`src/rtl/bcd_pkg.sv`:
```
// Shared constants for the BCD tick counter: active-low 7-segment codes
// (bit0=a .. bit6=g, bit7=dp, dp always off), the blank pattern, the largest
// BCD digit value and a digit clamp helper used on parallel load.
package bcd_pkg;

    localparam logic [7:0] SEG_0     = 8'hC0;
    localparam logic [7:0] SEG_1     = 8'hF9;
    localparam logic [7:0] SEG_2     = 8'hA4;
    localparam logic [7:0] SEG_3     = 8'hB0;
    localparam logic [7:0] SEG_4     = 8'h99;
    localparam logic [7:0] SEG_5     = 8'h92;
    localparam logic [7:0] SEG_6     = 8'h82;
    localparam logic [7:0] SEG_7     = 8'hF8;
    localparam logic [7:0] SEG_8     = 8'h80;
    localparam logic [7:0] SEG_9     = 8'h90;
    localparam logic [7:0] SEG_BLANK = 8'hFF;

    localparam logic [3:0] BCD_MAX = 4'd9;

    // Non-BCD nibbles (A..F) are treated as 9 so the counter never holds an
    // illegal digit.
    function automatic logic [3:0] clamp_digit(input logic [3:0] d);
        if (d > BCD_MAX) begin
            return BCD_MAX;
        end else begin
            return d;
        end
    endfunction

endpackage

```
`src/rtl/bcd7seg.sv`:
```
// Combinational BCD nibble to active-low 7-segment decoder.
// Ports:
//   i_digit : BCD digit 0..9
//   i_blank : 1 forces all segments off
//   o_seg   : active-low segments, bit0=a .. bit6=g, bit7=dp (always off)
module bcd7seg
    import bcd_pkg::*;
(
    input  logic [3:0] i_digit,
    input  logic       i_blank,
    output logic [7:0] o_seg
);

    // Digit lookup; codes outside 0..9 cannot occur after load clamping and
    // decode to blank.
    always_comb begin
        o_seg = SEG_BLANK;
        if (i_blank) begin
            o_seg = SEG_BLANK;
        end else begin
            case (i_digit)
                4'd0:    o_seg = SEG_0;
                4'd1:    o_seg = SEG_1;
                4'd2:    o_seg = SEG_2;
                4'd3:    o_seg = SEG_3;
                4'd4:    o_seg = SEG_4;
                4'd5:    o_seg = SEG_5;
                4'd6:    o_seg = SEG_6;
                4'd7:    o_seg = SEG_7;
                4'd8:    o_seg = SEG_8;
                4'd9:    o_seg = SEG_9;
                default: o_seg = SEG_BLANK;
            endcase
        end
    end

endmodule

```
`src/rtl/bcd_tick_counter.sv`:
```
// Multi-digit BCD event counter with tick prescaler and 7-segment outputs.
// Ports:
//   clk, rst        : clock, asynchronous active-high reset
//   en              : run enable (freezes prescaler and counter when 0)
//   up              : 1 = count up, 0 = count down
//   wrap_en         : 1 = wrap at limit, 0 = saturate
//   clr, load       : synchronous clear / parallel load (clr wins)
//   load_val        : BCD load value, digit 0 in [3:0]
//   bcd             : current count, digit 0 in [3:0]
//   seg             : active-low segments per digit
//   tick            : one-cycle prescaler expiry pulse
//   carry           : one-cycle pulse on wrap, coincident with the new count
//   at_limit        : count is all-9s (up) or all-0s (down)
module bcd_tick_counter
    import bcd_pkg::*;
#(
    parameter int DIGITS   = 2,
    parameter int PRESCALE = 50000000,
    parameter int BLANK_LZ = 0
) (
    input  logic                  clk,
    input  logic                  rst,
    input  logic                  en,
    input  logic                  up,
    input  logic                  wrap_en,
    input  logic                  clr,
    input  logic                  load,
    input  logic [4*DIGITS-1:0]   load_val,
    output logic [4*DIGITS-1:0]   bcd,
    output logic [8*DIGITS-1:0]   seg,
    output logic                  tick,
    output logic                  carry,
    output logic                  at_limit
);

    localparam int PW = (PRESCALE > 1) ? $clog2(PRESCALE) : 1;
    localparam logic [PW-1:0]         PRE_LAST  = PW'(PRESCALE - 1);
    localparam logic [4*DIGITS-1:0]   ALL_NINES = {DIGITS{BCD_MAX}};

    logic [PW-1:0]       r_presc;
    logic                r_tick;
    logic                r_carry;
    logic [4*DIGITS-1:0] r_bcd;

    logic [4*DIGITS-1:0] w_next;
    logic                w_ripple;
    logic [4*DIGITS-1:0] w_load;
    logic [DIGITS-1:0]   w_blank;
    logic                w_seen_nz;

    // Ripple BCD +/-1; w_ripple left high means every digit rolled over,
    // i.e. the count was at its limit for the current direction.
    always_comb begin
        w_next   = r_bcd;
        w_ripple = 1'b1;
        for (int i = 0; i < DIGITS; i++) begin
            if (w_ripple) begin
                if (up) begin
                    if (r_bcd[4*i +: 4] == BCD_MAX) begin
                        w_next[4*i +: 4] = 4'd0;
                    end else begin
                        w_next[4*i +: 4] = r_bcd[4*i +: 4] + 4'd1;
                        w_ripple         = 1'b0;
                    end
                end else begin
                    if (r_bcd[4*i +: 4] == 4'd0) begin
                        w_next[4*i +: 4] = BCD_MAX;
                    end else begin
                        w_next[4*i +: 4] = r_bcd[4*i +: 4] - 4'd1;
                        w_ripple         = 1'b0;
                    end
                end
            end else begin
                w_next[4*i +: 4] = r_bcd[4*i +: 4];
            end
        end
    end

    // Load value with every nibble clamped to a legal BCD digit.
    always_comb begin
        w_load = '0;
        for (int i = 0; i < DIGITS; i++) begin
            w_load[4*i +: 4] = clamp_digit(load_val[4*i +: 4]);
        end
    end

    // Leading-zero blanking: scan from the most significant digit down;
    // digit 0 is always shown.
    always_comb begin
        w_blank   = '0;
        w_seen_nz = 1'b0;
        for (int i = DIGITS - 1; i >= 0; i--) begin
            if (r_bcd[4*i +: 4] != 4'd0) begin
                w_seen_nz = 1'b1;
            end else begin
                w_seen_nz = w_seen_nz;
            end
            w_blank[i] = (BLANK_LZ != 0) && (i != 0) && !w_seen_nz;
        end
    end

    // Prescaler, tick pulse, count register and carry pulse.
    // The step uses the tick registered in the previous cycle.
    always_ff @(posedge clk or posedge rst) begin
        if (rst) begin
            r_presc <= '0;
            r_tick  <= 1'b0;
            r_carry <= 1'b0;
            r_bcd   <= '0;
        end else if (clr) begin
            r_presc <= '0;
            r_tick  <= 1'b0;
            r_carry <= 1'b0;
            r_bcd   <= '0;
        end else if (load) begin
            r_presc <= '0;
            r_tick  <= 1'b0;
            r_carry <= 1'b0;
            r_bcd   <= w_load;
        end else if (!en) begin
            r_tick  <= 1'b0;
            r_carry <= 1'b0;
        end else begin
            if (r_presc == PRE_LAST) begin
                r_presc <= '0;
                r_tick  <= 1'b1;
            end else begin
                r_presc <= r_presc + PW'(1);
                r_tick  <= 1'b0;
            end
            r_carry <= 1'b0;
            if (r_tick) begin
                if (!w_ripple) begin
                    r_bcd <= w_next;
                end else if (wrap_en) begin
                    r_bcd   <= w_next;
                    r_carry <= 1'b1;
                end else begin
                    r_bcd <= r_bcd;
                end
            end else begin
                r_bcd <= r_bcd;
            end
        end
    end

    generate
        for (genvar g = 0; g < DIGITS; g++) begin : g_seg
            bcd7seg u_seg (
                .i_digit (r_bcd[4*g +: 4]),
                .i_blank (w_blank[g]),
                .o_seg   (seg[8*g +: 8])
            );
        end
    endgenerate

    assign bcd      = r_bcd;
    assign tick     = r_tick;
    assign carry    = r_carry;
    assign at_limit = up ? (r_bcd == ALL_NINES) : (r_bcd == '0);

endmodule

```
`config.mk`:
```
export PLATFORM = sky130hd
export DESIGN_NAME = bcd_tick_counter
export DESIGN_NICKNAME = d
export VERILOG_FILES = /design/src/rtl/bcd_pkg.sv /design/src/rtl/bcd7seg.sv /design/src/rtl/bcd_tick_counter.sv
export SDC_FILE = /design/constraint.sdc
export NUM_CORES = 1
export LEC_CHECK = 0
export ABC_CLOCK_PERIOD_IN_PS = 2700
export BUFFER_PORTS_ARGS = -buffer_cell sky130_fd_sc_hd__buf_2
export CAP_MARGIN = 20
export CORE_MARGIN = 2
export CORE_UTILIZATION = 58
export DETAILED_ROUTE_END_ITERATION = 10
export PLACE_DENSITY_LB_ADDON = 0.05
export SYNTH_ARGS = -nofsm -noshare
export SYNTH_HDL_FRONTEND = slang
export SYNTH_SLANG_ARGS = --single-unit
```
`constraint.sdc`:
```
create_clock -name clk -period 2.7 [get_ports clk]
set_clock_uncertainty 0.05 [all_clocks]
set_input_delay 0.54 -clock clk [delete_from_list [all_inputs] [get_ports clk]]
set_output_delay 0.54 -clock clk [all_outputs]
set_load 0.01 [all_outputs]
```
# [Word level (Yosys, flattened, before mapping)]
# Memory sizes are Yosys's and may differ from the RTL's.
# Index checks and enable logic that the tools add are counted.
[word_totals] regBits=36 mem_bits_ro=224 input_bits=15 output_inout_bits=27 elab_cells=61 n_memories=2
[mem_list] name="(no name shown)" words=16 word_bits=7 read_ports=1 rd_clocked_by_memory_dff=0 wr=0 line="bcd7seg.sv:21" source="case (i_digit)"
[mem_list] name="(no name shown)" words=16 word_bits=7 read_ports=1 rd_clocked_by_memory_dff=0 wr=0 line="bcd7seg.sv:21"
[op_classes] n_addsub=5 n_lt_le_gt_ge=2 n_eq_ne=5 mux=37 reduce_logical=6
[op_table] op="26-bit two-way mux" count=4
[op_table] op="8-bit two-way mux" count=6
[op_table] op="4-bit two-way mux" count=9
[op_table] op="26-bit by 1-bit adder with 26-bit output, second input constant" count=1
[op_table] op="26-bit equality test, second input constant" count=1
[op_table] op="1-bit two-way mux" count=18
[op_table] op="4-bit by 1-bit adder with 4-bit output, second input constant" count=2
[op_table] op="4-bit equality test, second input constant" count=2
[op_table] op="8-bit equality test, second input constant" count=1
[op_table] op="4-bit greater-than comparator, second input constant" count=2
[op_table] op="4-bit zero test" count=2
[op_table] op="8-bit zero test" count=1
[op_table] op="4-bit by 1-bit subtractor with 4-bit output, second input constant" count=2
[op_table] op="3-bit nonzero test" count=2
[op_table] op="4-bit inequality test, second input constant" count=1
[op_table] op="3-bit AND reduction" count=1

# [Logic depth before layout (Yosys ltp)]
# Gate-level depths: netlist of run 1.
[depth] word_depth=10 mapped_depth=7 ltp_nobuf=7

# [Hierarchy]
# Synthesis of run 1 repeated with hierarchy kept, for this count alone.
[unflattened] hier_cells=346 area_unflattened_um2=2914.0
[modules_own_cells] mod="bcd_tick_counter" instances=1 cells_per_inst=276 area_per_inst_um2=2418.6 seq_area_each_um2=900.9
[modules_own_cells] mod="bcd7seg" instances=2 cells_per_inst=35 area_per_inst_um2=247.7 seq_area_each_um2=0.0

# [Least setup slack after synthesis of run 1]
# Ideal clock, no wire load.
[synth_path] path_type="flip-flop to flip-flop" start="reg r_bcd[5] (netlist: bcd[5])" end="reg r_bcd[7] (netlist: bcd[7])" setup_ns=0.125 arrival_time_ns=1.920 required_time_ns=2.525 path_slack_ns=0.605 path_stages_with_launch=8 n_path_buf=0 period_less_slack_ns=2.095 path_cell_list="dfrtp_1 -> inv_1 -> ha_1 -> nor3b_2 -> o21ai_2 -> nor2_2 -> o31ai_4 -> mux2_4"
[synth_between] elab_chain_cells=10 word_cells_on_any_way=20 cone_classes="2 x add/sub; 2 x eq/ne; 14 x mux; 2 x reduce/logical"
[synth_rtl] item="start: declaration" line="bcd_tick_counter.sv:43" source="logic [4*DIGITS-1:0] r_bcd;"
[synth_rtl] item="start signal: assignment" line="bcd_tick_counter.sv:119" source="r_bcd <= w_load;"
[synth_rtl] item="start signal: assignment" line="bcd_tick_counter.sv:134" source="r_bcd <= w_next;"
[synth_rtl] item="start signal: assignment" line="bcd_tick_counter.sv:136" source="r_bcd <= w_next;"
[synth_rtl] item="4-bit by 1-bit subtractor with 4-bit output (tied with other cells)" line="bcd_tick_counter.sv:69" source="w_next[4*i +: 4] = r_bcd[4*i +: 4] - 4'd1;"
[synth_rtl] item="4-bit two-way mux, on equally long branches" line="bcd_tick_counter.sv:66, bcd_tick_counter.sv:59"
[synth_rtl] item="4-bit two-way mux" line="bcd_tick_counter.sv:58" source="if (up) begin"
[synth_rtl] item="4-bit two-way mux" line="bcd_tick_counter.sv:57" source="if (w_ripple) begin"
[synth_rtl] item="8-bit two-way mux" line="bcd_tick_counter.sv:135" source="end else if (wrap_en) begin"
[synth_rtl] item="8-bit two-way mux" line="bcd_tick_counter.sv:133" source="if (!w_ripple) begin"
[synth_rtl] item="8-bit two-way mux" line="bcd_tick_counter.sv:132" source="if (r_tick) begin"
[synth_rtl] item="8-bit two-way mux" line="bcd_tick_counter.sv:120" source="end else if (!en) begin"
[synth_rtl] item="8-bit two-way mux" line="bcd_tick_counter.sv:115" source="end else if (load) begin"
[synth_rtl] item="8-bit two-way mux" line="bcd_tick_counter.sv:110" source="end else if (clr) begin"
# Parallel ways exist; a longest one is shown, timed or not. The select of a mux whose other input is x is not followed.
# A chain may end at the register's enable or synchronous reset.

# [Final worst setup path of run 1]
[layout_path] start="reg r_bcd[1] (netlist: bcd[1])" end="out at_limit"
[layout_between] elab_chain_cells=2 word_cells_on_any_way=3 cone_classes="1 x eq/ne; 1 x mux; 1 x reduce/logical"
[layout_rtl] item="8-bit equality test / 8-bit zero test (equally long branches)" line="bcd_tick_counter.sv:160" source="assign at_limit = up ? (r_bcd == ALL_NINES) : (r_bcd == '0);"
[layout_rtl] item="1-bit two-way mux (*)" line="bcd_tick_counter.sv:160"
[layout_rtl] item="end: declaration" line="bcd_tick_counter.sv:33" source="output logic at_limit"
# Every way passes the cells marked *; elsewhere a longest branch is shown, timed or not.

==> qor.yml, run 1 <==
clk_pin_slew_worst_paths_ns: 0.08
tritoncts: "built"
core-area_mm2: 0.00469
routed_wl_mm: 5.91
drt_iter0_drc: 112
synth-edff-count: 0
sequentialPowerShare: 0.421
vias: 2429
netlist_area_mm2: 0.00280
rr_endpoint: "bcd[2]$_DFFE_PP0P_"
fin_util: 0.655
tightest_slew_ns: 0.622
synth_common_cells: "dfrtp_1, nand2_1, nor2_1, a21oi_1"
antenna_found_initial: 0
cts-htree-levels: 2
rsz0062_at_grt: "false"
drive_above_1_share: 0.225
yosysWarnings: 0
cts.sinks: 36
grt_max_degree: 37
cts_hold_buf: 0
period_share: 0.936
finalPower_uw: 1420
switching_power_uw: 478
cts_buffers: 5
place_hpwl_mm: 4.20
die_h_um: 73.4
maxSlewHeadroom: 0.585
vdd.ir_drop.worst_mv: 0.365
hold_violations: 0
cts_buffer_depth: 2
path_class: "flop to primary output"
intPower_uw: 938
fin_crit_ns: 2.53
synth_cell_type_count: 61
viasPerCell: 5.94
start_kind: "flop"
die_w_um: 73.4
synth_top_area_frac: 0.322
p_comb_frac: 0.302
powerDensity_mw_per_mm2: 461
async_flop_share: 1.00
grt_use_total: 0.234
dieArea_mm2: 0.00539
setup_viol: 0
ys.flop_type: "dfrtp_1"
grt_pass1_vias: 2198
area_growth_pct: 9.93
synthCells: 320
port_buffers: 39
num-nets-final: 381
max_freq_mhz: 396
drv_slew: 0
reg2regPathDepth: 7
clockRootBuffer: "clkbuf_8"
yosysSeqAreaShare: 0.322
antenna_left: 0
num_antenna_cells: 0
start_util: 0.596
cts_setup_buffers: 0
arrival_ns: 1.94
cap_viol_max_count: 0
rows: 25
ys_seq_elements: 36
overflow: 0
critPathRequiredTime_ns: 2.11
grt_pass1_wl_mm: 10.1
synth_area_leaders: "dfrtp_1, ha_1, a21oi_1, nand2_1, nor2_1"
hold_path_class: "primary input to async pin"
reg2reg_slack_ns: 0.45
endpoint_kind: "primary output"
first_pass_iters: 4
leakage_uw: 0.00141
holdWs_ns: 0.303
fin_setup_tns_ns: 0
post_cts_resized: 0
ios: 42
swShare: 0.338
cp_max_fo: 9
wl_per_cell_um: 14.4
yosysMostFrequentCell: "dfrtp_1"
clock_latency_ns: 0.28
synth_top_area_cell: "dfrtp_1"
rr_startpoint: "bcd[1]$_DFFE_PP0P_"
gp_congestion: 0.873
remaining_drc_errors: 0
clock_power_share: 0.277
avgSynthCellArea_um2: 8.74
outcome: "finished clean"
logic make-up after synthesis:
| kind of cell | Yosys count | share of synthesized area |
|---|---|---|
| AOI/OAI and AO/OA | 79 | 0.185 |
| xor gates and xnor gates | 16 | 0.0501 |
| adders and majority gates | 12 | 0.0537 |
| buffers and inverters | 33 | 0.0599 |
| DFF | 36 | 0.322 |
| muxes | 12 | 0.0483 |
| other | 1 | 0.00134 |
| and+or+nand+nor | 131 | 0.279 |
cell type report:
type,count,area [um^2]
Multi-Input combinational cell,252,1730
Clock buffer,6,82.6
Timing Repair Buffer,42,218
Clock inverter,2,10.0
Sequential cell,36,901
Tap cell,54,67.6
Inverter,17,63.8
Fill cell,394,1620
registers in the layout, summed over array words and instances (netlist names):
signal   flops
r_presc     26
bcd          8
carry        1
tick         1
through the flow:
stage / instance area [um^2] / setup slack, ns / cells
after floorplan: 2800 / 0.605 / 321
after global routing: 3070 / 0.0376 / 409
after detailed placement: 2980 / 0.466 / 401
after CTS: 3070 / 0.177 / 409
after global placement: 2980 / 0.485 / 401
final: 3070 / 0.173 / 409
power groups by stage:
stage	combinational, uW	sequential [uW]	clock, uW
6_report	428	596	392
4_1_cts	428	596	404
2_1_floorplan	313	594	0
5_1_grt	478	601	428
3_3_place_gp	427	605	0
3_5_place_dp	426	606	0
critical path, cell delays in order (launching register included):
cell and delay (ns):
dfrtp_1 0.49, inv_1 0.19, ha_1 0.27, nor3b_1 0.28
o21ai_2 0.12, nor2_1 0.15, buf_2 0.15
how the worst max path moves through the flow:
| stage | from | endpoint | slack [ns] | depth (start not counted) |
|---|---|---|---|---|
| after floorplan | bcd[5]$_DFFE_PP0P_ | bcd[7]$_DFFE_PP0P_ | 0.60 | 7 |
| after global placement | bcd[5]$_DFFE_PP0P_ | bcd[5]$_DFFE_PP0P_ | 0.49 | 7 |
| after detailed placement | bcd[5]$_DFFE_PP0P_ | bcd[5]$_DFFE_PP0P_ | 0.47 | 7 |
| after CTS | bcd[1]$_DFFE_PP0P_ | seg[3] | 0.18 | 6 |
| after global routing | bcd[5]$_DFFE_PP0P_ | at_limit | 0.04 | 6 |
| final | bcd[1]$_DFFE_PP0P_ | at_limit | 0.17 | 6 |
layer usage:
layer,global-route usage,share of wire,vias up,wire (um)
met5,0,0,-,0
met4,0.0606,0.0056,0,33
met3,0.0357,0.041,4,245
met2,0.382,0.49,48,2870
met1,0.328,0.47,1170,2760
li1,-,-,1207,-
placed cells by master (no fill, tap or decap), types with 3 or more instances in the layout:
cell type  count
a21oi_1       26
a311oi_1       3
a31oi_1       15
and3_1         8
and4_1         3
buf_2         39
buf_4          3
clkbuf_8       6
dfrtp_1       36
ha_1          12
inv_1         15
mux2i_1        6
nand2_1       29
nand2b_1       3
nand3_1       14
nand3b_1       7
nand4_1        6
nor2_1        29
nor3b_1        3
nor3b_2        3
o21ai_0       15
o21ai_2        4
o31ai_1        3
xnor2_1        6
xor2_1        10
No activity file was read; power rests on OpenSTA's default activity.
==> inputs of run 2 (changes only) <==
--- a/config.mk
+++ b/config.mk
@@ -12,6 +12,7 @@
 export CORE_UTILIZATION = 58
 export DETAILED_ROUTE_END_ITERATION = 10
 export PLACE_DENSITY_LB_ADDON = 0.05
+export RECOVER_POWER = 50
 export SYNTH_ARGS = -nofsm -noshare
 export SYNTH_HDL_FRONTEND = slang
 export SYNTH_SLANG_ARGS = --single-unit
==> run 2 against run 1 <==
The run now ends with capacitance limit, slew limit left; sequential share of layout area is 0.23 points higher; worst setup slack worse by 0.011 ns; register-to-register slack worse by 0.09 ns; critical path type unchanged; largest cell class unchanged; highest routed layer unchanged.
==> qor.yml, run 2 (synthesized netlist as in run 1, its figures left out) <==
area_growth_pct: 9.08
layout_setup_ws_ns: 0.161  # -0.0112 ns
fin_crit_ns: 2.54  # +0.0112 ns
overflow: 0  # unchanged
tightest_slew_ns: 1.94  # +1.32 ns
reg2reg_slack_ns: 0.36  # -0.09 ns
leakage_uw: 0.00138  # -2.5%
powerDensity_mw_per_mm2: 464  # +0.62%
rows: 25  # unchanged
dp.cells: 401  # unchanged
cts_buffer_depth: 2  # unchanged
first_pass_iters: 4  # unchanged
arrival_ns: 1.95  # about the same
vdd.ir_drop.worst_mv: 0.366  # +0.21%
tritoncts: "built"
hold_violations: 0  # unchanged
sequentialPowerShare: 0.422  # about the same
crit_family: "flip-flops"
layout_common_cells: "dfrtp_1, buf_2, nor2_1"
core-area_mm2: 0.00469  # unchanged
grt_use_total: 0.234  # unchanged
finalPower_uw: 1410  # -0.16%
place_hpwl_mm: 4.20  # unchanged
regMostFlops: "r_presc"
routed_wl_mm: 5.95  # +0.64%
post_cts_resized: 0  # unchanged
crit_chain: "inv_1 > ha_1 > or2_2 > a21oi_1 > nor2_1 > buf_2"
port_buffers: 39  # unchanged
hold_path_class: "flop to flop"
largest_reg_flops: 26  # unchanged
intPower_uw: 933  # -0.49%
swShare: 0.340  # +0.00219
clockRootBuffer: "clkbuf_8"
dieArea_mm2: 0.00539  # unchanged
wl_per_cell_um: 14.5  # +0.64%
cts_setup_buffers: 0  # unchanged
clock_latency_ns: 0.28  # about the same
cts-htree-levels: 2  # unchanged
die_h_um: 73.4  # unchanged
cts.sinks: 36  # unchanged
place_ws_ns: 0.466  # unchanged
period_share: 0.940  # +0.00413
clk_pin_slew_worst_paths_ns: 0.08  # about the same
design_area_mm2: 0.00305  # -0.77%
clock_power_share: 0.278  # about the same
remaining_drc_errors: 0  # unchanged
cp_max_fo: 9  # unchanged
crit_buf_inv: 2  # unchanged
cts_buffers: 5  # unchanged
fin_setup_tns_ns: 0  # unchanged
max_freq_mhz: 394  # -0.44%
final_common_cell: "dfrtp_1"
die_w_um: 73.4  # unchanged
outcome: "finished with violations"
reg2regPathDepth: 6  # -1
gp_congestion: 0.873  # unchanged
maxSlewHeadroom: -0.295  # -0.880
drt_iter0_drc: 110  # -1.8%
dpl_cell_area_mm2: 0.00298  # unchanged
grt_pass1_wl_mm: 10.1  # unchanged
grt_max_degree: 37  # unchanged
start_kind: "flop"
p_comb_frac: 0.300  # -0.002
critPathRequiredTime_ns: 2.11  # about the same
num_antenna_cells: 0  # unchanged
violations: "capacitance limit, slew limit"
antenna_left: 0  # unchanged
endpoint_kind: "primary output"
final_cells: 409  # unchanged
ios: 42  # unchanged
cap_viol_max_count: 1  # +1
antenna_found_initial: 0  # unchanged
vias: 2436  # +0.29%
start_util: 0.596  # unchanged
cpPeakStageDelay_ns: 0.52  # +0.03 ns
setup_viol: 0  # unchanged
num-nets-final: 381  # unchanged
path_class: "flop to primary output"
cp_slowest_cell: "dfrtp_1"
rsz0062_at_grt: "false"
cts_hold_buf: 0  # unchanged
drv_slew: 37  # +37
grt_pass1_vias: 2198  # unchanged
switching_power_uw: 481  # +0.49%
drive_above_1_share: 0.197  # -0.0282
viasPerCell: 5.96  # +0.29%
hold_path_depth: 1
cp_num_cells: 6  # unchanged
-- run 2: power by group through the flow --
stage / Combinational (uW) / Sequential [uW] / Clock [uW]
global route: 473 / 601 / 428
CTS: 428 / 596 / 404
global placement: 427 / 605 / 0
floorplan: 313 / 594 / 0
detailed placement: 426 / 606 / 0
finish: 424 / 597 / 393
-- run 2: layer usage --
metal,track usage,up-vias,wire [um]
met3,0.0357,4,235
li1,-,1212,-
met5,0,-,0
met1,0.328,1174,2860
met4,0.0606,0,29
met2,0.382,46,2820
-- run 2: path summary, 6_finish.rpt --
check / from / to
max: bcd[1]$_DFFE_PP0P_ / seg[3]
min: r_presc[23]$_DFFE_PP0P_ / r_presc[23]$_DFFE_PP0P_
max reg2reg: r_presc[1]$_DFFE_PP0P_ / r_presc[16]$_DFFE_PP0P_
min reg2reg: r_presc[23]$_DFFE_PP0P_ / r_presc[23]$_DFFE_PP0P_
max in group asynchronous: rst / r_presc[0]$_DFFE_PP0P_
min in group asynchronous: rst / bcd[5]$_DFFE_PP0P_
-- run 2: per-stage QoR --
step / hold slack (ns) / utilization
after global routing: 0.472 / 0.650
after floorplan: 0.401 / -
after detailed placement: 0.434 / 0.635
final: 0.447 / 0.650
after global placement: 0.426 / 0.635
after CTS: 0.316 / 0.655
-- run 2: layout make-up --
| type | instances | area [um^2] |
|---|---|---|
| Fill cell | 400 | 1640 |
| Multi-Input combinational cell | 252 | 1720 |
| Timing Repair Buffer | 42 | 201 |
| Inverter | 17 | 63.8 |
| Sequential cell | 36 | 901 |
| Tap cell | 54 | 67.6 |
| Clock buffer | 6 | 82.6 |
| Clock inverter | 2 | 10.0 |
